$ cat config.mk
export PLATFORM = sky130hd
export DESIGN_NAME = wb_arbiter
export DESIGN_NICKNAME = d
export VERILOG_FILES = /design/src/rtl/wb_arbiter.sv
export SDC_FILE = /design/constraint.sdc
export NUM_CORES = 1
export LEC_CHECK = 0
export BUFFER_PORTS_ARGS = -buffer_cell sky130_fd_sc_hd__buf_4
export CELL_PAD_IN_SITES_DETAIL_PLACEMENT = 2
export CELL_PAD_IN_SITES_GLOBAL_PLACEMENT = 2
export CORE_ASPECT_RATIO = 1.2
export CORE_MARGIN = 2
export CORE_UTILIZATION = 25
export DETAILED_ROUTE_END_ITERATION = 8
export GPL_ROUTABILITY_DRIVEN = 0
export GPL_TIMING_DRIVEN = 1
export HOLD_SLACK_MARGIN = 0.02
export PLACE_DENSITY_LB_ADDON = 0.12
export RECOVER_POWER = 25
export SYNTH_ARGS = -nofsm -noshare
export SYNTH_HDL_FRONTEND = slang
export SYNTH_SLANG_ARGS = --single-unit
$ cat constraint.sdc
create_clock -name clk -period 2.2 [get_ports clk]
set_clock_uncertainty 0.15 [all_clocks]
set_input_delay 0.66 -clock clk [delete_from_list [all_inputs] [get_ports clk]]
set_output_delay 0.66 -clock clk [all_outputs]
set_load 0.03 [all_outputs]
$ cat src/rtl/wb_arbiter.sv
// rtl/wb_arbiter.sv - writeback arbiter for the regfile write port (mem/ex/md sources)
// Define WB_ARB_RR_EN for round-robin arbitration; default is fixed priority mem > ex > md.
module wb_arbiter #(
   parameter int XLEN = 32
) (
   input  logic            clk,
   input  logic            reset_n,
   input  logic            mem_valid,
   output logic            mem_ready,
   input  logic [4:0]      mem_rd,
   input  logic [XLEN-1:0] mem_data,
   input  logic            ex_valid,
   output logic            ex_ready,
   input  logic [4:0]      ex_rd,
   input  logic [XLEN-1:0] ex_data,
   input  logic            md_valid,
   output logic            md_ready,
   input  logic [4:0]      md_rd,
   input  logic [XLEN-1:0] md_data,
   output logic [4:0]      wreg,
   output logic [XLEN-1:0] wdata,
   output logic            wen,
   output logic            idle
);

   localparam logic [1:0] SRC_MEM = 2'd0;
   localparam logic [1:0] SRC_EX  = 2'd1;
   localparam logic [1:0] SRC_MD  = 2'd2;

   logic            full_mem, full_ex, full_md;
   logic [4:0]      rd_mem, rd_ex, rd_md;
   logic [XLEN-1:0] data_mem, data_ex, data_md;

   // grant is bit-per-source: [0]=mem, [1]=ex, [2]=md
   logic [2:0] grant;
   logic [2:0] grant_q;
   logic       load_mem, load_ex, load_md;

`ifdef WB_ARB_RR_EN
   logic [1:0] last_src;

   // Search starts at the source after the last one granted.
   always_comb begin
      grant = 3'b000;
      case (last_src)
         SRC_MEM: begin
            if (full_ex)       grant = 3'b010;
            else if (full_md)  grant = 3'b100;
            else if (full_mem) grant = 3'b001;
         end
         SRC_EX: begin
            if (full_md)       grant = 3'b100;
            else if (full_mem) grant = 3'b001;
            else if (full_ex)  grant = 3'b010;
         end
         default: begin
            if (full_mem)      grant = 3'b001;
            else if (full_ex)  grant = 3'b010;
            else if (full_md)  grant = 3'b100;
         end
      endcase
   end

   always_ff @(posedge clk) begin
      if (!reset_n) begin
         last_src <= SRC_MD;
      end else if (wen) begin
         if (grant[0])      last_src <= SRC_MEM;
         else if (grant[1]) last_src <= SRC_EX;
         else               last_src <= SRC_MD;
      end
   end
`else
   always_comb begin
      grant = 3'b000;
      if (full_mem)      grant = 3'b001;
      else if (full_ex)  grant = 3'b010;
      else if (full_md)  grant = 3'b100;
   end
`endif

   // Outputs are forced quiet while reset is held, even before the buffers clear.
   assign grant_q   = grant & {3{reset_n}};
   assign wen       = |grant_q;
   assign idle      = ~reset_n | ~(full_mem | full_ex | full_md);

   assign mem_ready = reset_n & (~full_mem | grant[0]);
   assign ex_ready  = reset_n & (~full_ex  | grant[1]);
   assign md_ready  = reset_n & (~full_md  | grant[2]);

   assign wreg  = ({5{grant_q[0]}} & rd_mem)
                | ({5{grant_q[1]}} & rd_ex)
                | ({5{grant_q[2]}} & rd_md);
   assign wdata = ({XLEN{grant_q[0]}} & data_mem)
                | ({XLEN{grant_q[1]}} & data_ex)
                | ({XLEN{grant_q[2]}} & data_md);

   // x0 results are accepted but never loaded.
   assign load_mem = mem_valid & mem_ready & (mem_rd != 5'd0);
   assign load_ex  = ex_valid  & ex_ready  & (ex_rd  != 5'd0);
   assign load_md  = md_valid  & md_ready  & (md_rd  != 5'd0);

   always_ff @(posedge clk) begin
      if (!reset_n) begin
         full_mem <= 1'b0;
         rd_mem   <= 5'd0;
         data_mem <= '0;
      end else if (load_mem) begin
         full_mem <= 1'b1;
         rd_mem   <= mem_rd;
         data_mem <= mem_data;
      end else if (grant[0]) begin
         full_mem <= 1'b0;
      end
   end

   always_ff @(posedge clk) begin
      if (!reset_n) begin
         full_ex <= 1'b0;
         rd_ex   <= 5'd0;
         data_ex <= '0;
      end else if (load_ex) begin
         full_ex <= 1'b1;
         rd_ex   <= ex_rd;
         data_ex <= ex_data;
      end else if (grant[1]) begin
         full_ex <= 1'b0;
      end
   end

   always_ff @(posedge clk) begin
      if (!reset_n) begin
         full_md <= 1'b0;
         rd_md   <= 5'd0;
         data_md <= '0;
      end else if (load_md) begin
         full_md <= 1'b1;
         rd_md   <= md_rd;
         data_md <= md_data;
      end else if (grant[2]) begin
         full_md <= 1'b0;
      end
   end

`ifndef SYNTHESIS
   // Decode must never let two buffered results target the same register.
   always @(posedge clk) begin
      if (reset_n && ((full_mem && full_ex && rd_mem == rd_ex) ||
                      (full_mem && full_md && rd_mem == rd_md) ||
                      (full_ex  && full_md && rd_ex  == rd_md)))
         $display("wb_arbiter error: two full buffers hold the same rd");
   end
`endif

endmodule

Word-level counts from Yosys, hierarchy flattened

Cells that the tools add are included.

Bitwise gates (word level): 31
Reduce and logical (&&, ||, !) cells: 7
Muxes and demuxes: 9

Operators with widths:

| cell              | count |
|---|---|
| $and 32x32->32    | 3 |
| $or 32x32->32     | 2 |
| $and 5x5->5       | 3 |
| $reduce_bool 5->1 | 3 |
| $or 5x5->5        | 2 |
| $and 1x1->1       | 9 |
| $mux 3            | 3 |
| $mux 1            | 6 |
| $or 1x1->1        | 6 |
| $reduce_bool 2->1 | 3 |
| $not 1->1         | 5 |
| $and 3x3->3       | 1 |
| $reduce_or 3->1   | 1 |

Word-level logic and storage cells: 56
Input port bits: 116
Flip-flop bits (word level): 114

Logic depth before layout (Yosys ltp)

Word-level depth: 8
Depth in mapped cells: 7
Depth with buffers taken out: 4

Worst setup path before layout

No wires, ideal clock.

Path type: input port to output port
From: in reset_n
To: out wdata[0]
Arrival: 1.884 ns
Stages on the path: 6
Buffers on the path: 2
Path slack: -0.494 ns
Cells stage by stage: clkbuf_8 -> nand2_1 -> nor3_2 -> clkbuf_1 -> nand2_1 -> o21ai_0

Word-level cells in the longest chain between the ends: 4

RTL lines:

| element                                  | RTL line | RTL |
|---|---|---|
| from (decl)                              | 7        | `input logic reset_n,` |
| $and 3x3->3 (*)                          | 83       | `assign grant_q = grant & {3{reset_n}};` |
| $and 32x32->32, on equally long branches | 94, 95   |  |
| $or 32x32->32                            | 95       | `\| ({XLEN{grant_q[1]}} & data_ex)` |
| $or 32x32->32 (*)                        | 96       | `\| ({XLEN{grant_q[2]}} & data_md);` |
| to (decl)                                | 21       | `output logic [XLEN-1:0] wdata,` |

Mark *: on every way between the ends. The rest lies on a longest branch, timed or not.

Worst setup path in the final report

From: in reset_n
To: out wdata[31]

Same word-level chain as after synthesis.

==> flow_metrics.env <==
export IMPL_run_status="complete, but fails checks"
export IMPL_violations="negative setup slack"
export IMPL_start_util_pct=25.23
export IMPL_ctsLongestPathBuffers=2
export IMPL_critPathMaxStageDelay_ps=190
export IMPL_clkSinkCount=114
export IMPL_crit_arrival_ps=1670
export IMPL_h_tree_depth=4
export IMPL_syn_to_final_growth_pct=63.54
export IMPL_synth_nets=763
export IMPL_synth_adder_area_share_pct=0
export IMPL_cp_buffers_inverters=4
export IMPL_relSlewSlack_pct=42.28
export IMPL_power_total_mw=6.608
export IMPL_die_w_microns=131.5
export IMPL_drtIter0Drc=186
export IMPL_utilization_pct=41.27
export IMPL_hpwl_mm=14.50
export IMPL_io_buffers=157
export IMPL_crit_family="buffers and inverters"
export IMPL_drive_above_1_share_pct=39.06
export IMPL_place_inst=1048
export IMPL_synth_area_leaders="dfxtp_1 47%, nand2_1 16%, nand3_1 9.8%"
export IMPL_place_area_sq_um=6883
export IMPL_drtAntennaViolNets=0
export IMPL_synth_seq_cells=114
export IMPL_crit_chain="buf_4 -> nand2_4 -> nor3_4 -> buf_6 -> buf_12 -> nand2_2 -> o21ai_4 -> buf_6"
export IMPL_ios=158
export IMPL_critical_path_class="input port to primary output"
export IMPL_dr_pass1_iters=4
export IMPL_diodes=0
export IMPL_nets=930
export IMPL_synthXorXnorAreaFrac_pct=0
export IMPL_peakVddDrop_mv=0.5638
export IMPL_async_flop_share_pct=0
export IMPL_drc_errors=0
export IMPL_postRouteWirelength_mm=21.19
export IMPL_rows=56
export IMPL_finalSetupViolCount=78
export IMPL_clkTransAtPathRegs_ps=60
export IMPL_first_global_vias=5943
export IMPL_path_max_fanout=8
export IMPL_wire_per_inst_microns=19.48
export IMPL_critPathCaptureType="primary output"
export IMPL_hold_buffers=0
export IMPL_route_vias_total=5314
export IMPL_syn_inst=647
export IMPL_rsz0062_at_grt="true"
export IMPL_synthSimpleGateAreaFrac_pct=28.90
export IMPL_yosys_mux_area_fraction_pct=0
export IMPL_slowest_stage="nor3_4"
export IMPL_hold_class="input port to register"
export IMPL_overflow=0
export IMPL_insertion_delay_ps=420
export IMPL_clock_fmax_ghz=0.4026
export IMPL_cts_tree="done"
export IMPL_grt_pass1_wl_mm=32.84
export IMPL_tightestPinTransition_ps=865.9
export IMPL_drv_cap=0
export IMPL_report_final_slew_viol_count=0
export IMPL_final_area_sq_um=7980
export IMPL_grt_max_degree=82
export IMPL_clock_root_buffer="clkbuf_16"
export IMPL_synth_ff_type="dfxtp_1"
export IMPL_core_area_sq_um=19340
export IMPL_synth_area_sq_um=4880
export IMPL_setup_tns_ps=-12750
export IMPL_fin_cells=1088
export IMPL_whs_ps=274.0
export IMPL_synth_compound_area_share_pct=17.67
export IMPL_ys_warn_count=0
export IMPL_fin_crit_ps=2484
export IMPL_path_common_cell="buf_6"
export IMPL_ys_seq_area_share_pct=46.77
export IMPL_place_ws_ps=-345.1
export IMPL_die_area_sq_um=20660
export IMPL_hold_viol=0
export IMPL_period_share_pct=112.9
export IMPL_via_per_inst=4.884
export IMPL_die_h_microns=157.0
export IMPL_final_cell_mix="173 x nand2_1, 143 x buf_4, 111 x dfxtp_1"
export IMPL_grt_use_total_pct=20.71
export IMPL_p_leak_nw=3.430
export IMPL_antenna_found_initial=0
export IMPL_synth_edf_count=0
export IMPL_cp_start_kind="input port"
export IMPL_numCtsBuffers=17
export IMPL_final_common_cell="nand2_1"
export IMPL_synth_top_cell_area_share_pct=46.77
export IMPL_p_per_area_nw_per_um2=828.1
export IMPL_syn_avg_cell_area_sq_um=7.542
export IMPL_synth_top_family_by_area="simple AND/OR/NAND/NOR gates"
export IMPL_ys_types=30
export IMPL_synth_top_area_cell="dfxtp_1"
export IMPL_fin_ws_ps=-284.1
export IMPL_worstPathRequired_ps=1390
## area by class of cell
cell class              count  area (sq um)
clock buffers              19         452.9
clock inverters            13         277.8
fillers                  2158         11360
inverters                   2         8.758
multi-input cells         474          2769
flip-flops and latches    114          2291
well taps                 261         326.6
repair buffers            205          1854
## worst reg2reg max path, stage by stage, from the launching register on
cell and delay, ps:
dfxtp_4 390, bufbuf_16 290, a21boi_4 60, buf_4 130
buf_4 130, o211ai_1 280, buf_2 430, nand3_1 130
nand2_1 100
## state kept, by name, indices dropped and copies added (netlist names)
register  cells
data_md      32
rd_mem        5
data_ex      32
full_md       1
data_mem     32
rd_md         5
full_ex       1
full_mem      1
rd_ex         5
## metal layers
layer	track usage, %	routed length [microns]	part of all wire (%)	vias to the layer above
met5	0	0	0	-
met4	7.091	380	1.8	0
met3	3.833	741	3.5	23
met2	39.04	11340	53	118
met1	23.42	8732	41	2631
li1	-	-	-	2542
## power breakdown
group | internal [mW] | switching [mW] | leakage, nW | total, mW
logic | 0.384 | 0.463 | 2.14 | 0.846
clock network | 2.41 | 1.03 | 0.350 | 3.44
registers | 2.22 | 0.105 | 0.943 | 2.32
total | 5.01 | 1.59 | 3.43 | 6.61
## cells in the mapped netlist, types with 3 or more instances
cell	number
dfxtp_1	114
nand3_1	96
nand3_2	3
clkbuf_2	5
a22oi_1	32
a21oi_1	12
buf_6	7
o21ai_0	93
a32o_1	4
buf_2	14
clkbuf_1	26
nor2_1	9
and2_1	5
nand2_1	207
## logic make-up after synthesis
group | count (synthesis)
buffers and inverters | 59
and+or+nand+nor | 328
AOI/OAI and AO/OA | 146
DFF | 114
## final timing paths
path	from	endpoint	slack [ps]	cells past startpoint
worst min-delay path	ex_data[28]	data_ex[28]	270	3
worst min register to register	data_ex[17]	data_ex[17]	310	2
worst max-delay path	reset_n	wdata[31]	-280	8
worst max register to register	full_mem	data_ex[31]	60	8
## what timing repair did
| item | 4_1_cts | 5_1_grt |
|---|---|---|
| pin swaps | 1 | 4 |
| resized for setup | 82 | 18 |
| buffers inserted | 4 | 2 |
| endpoints found under the setup margin | 41 | 41 |
| hold endpoints to repair | 0 | 0 |
| gates cloned | 2 | 1 |
(Power assumes the default switching activity.)
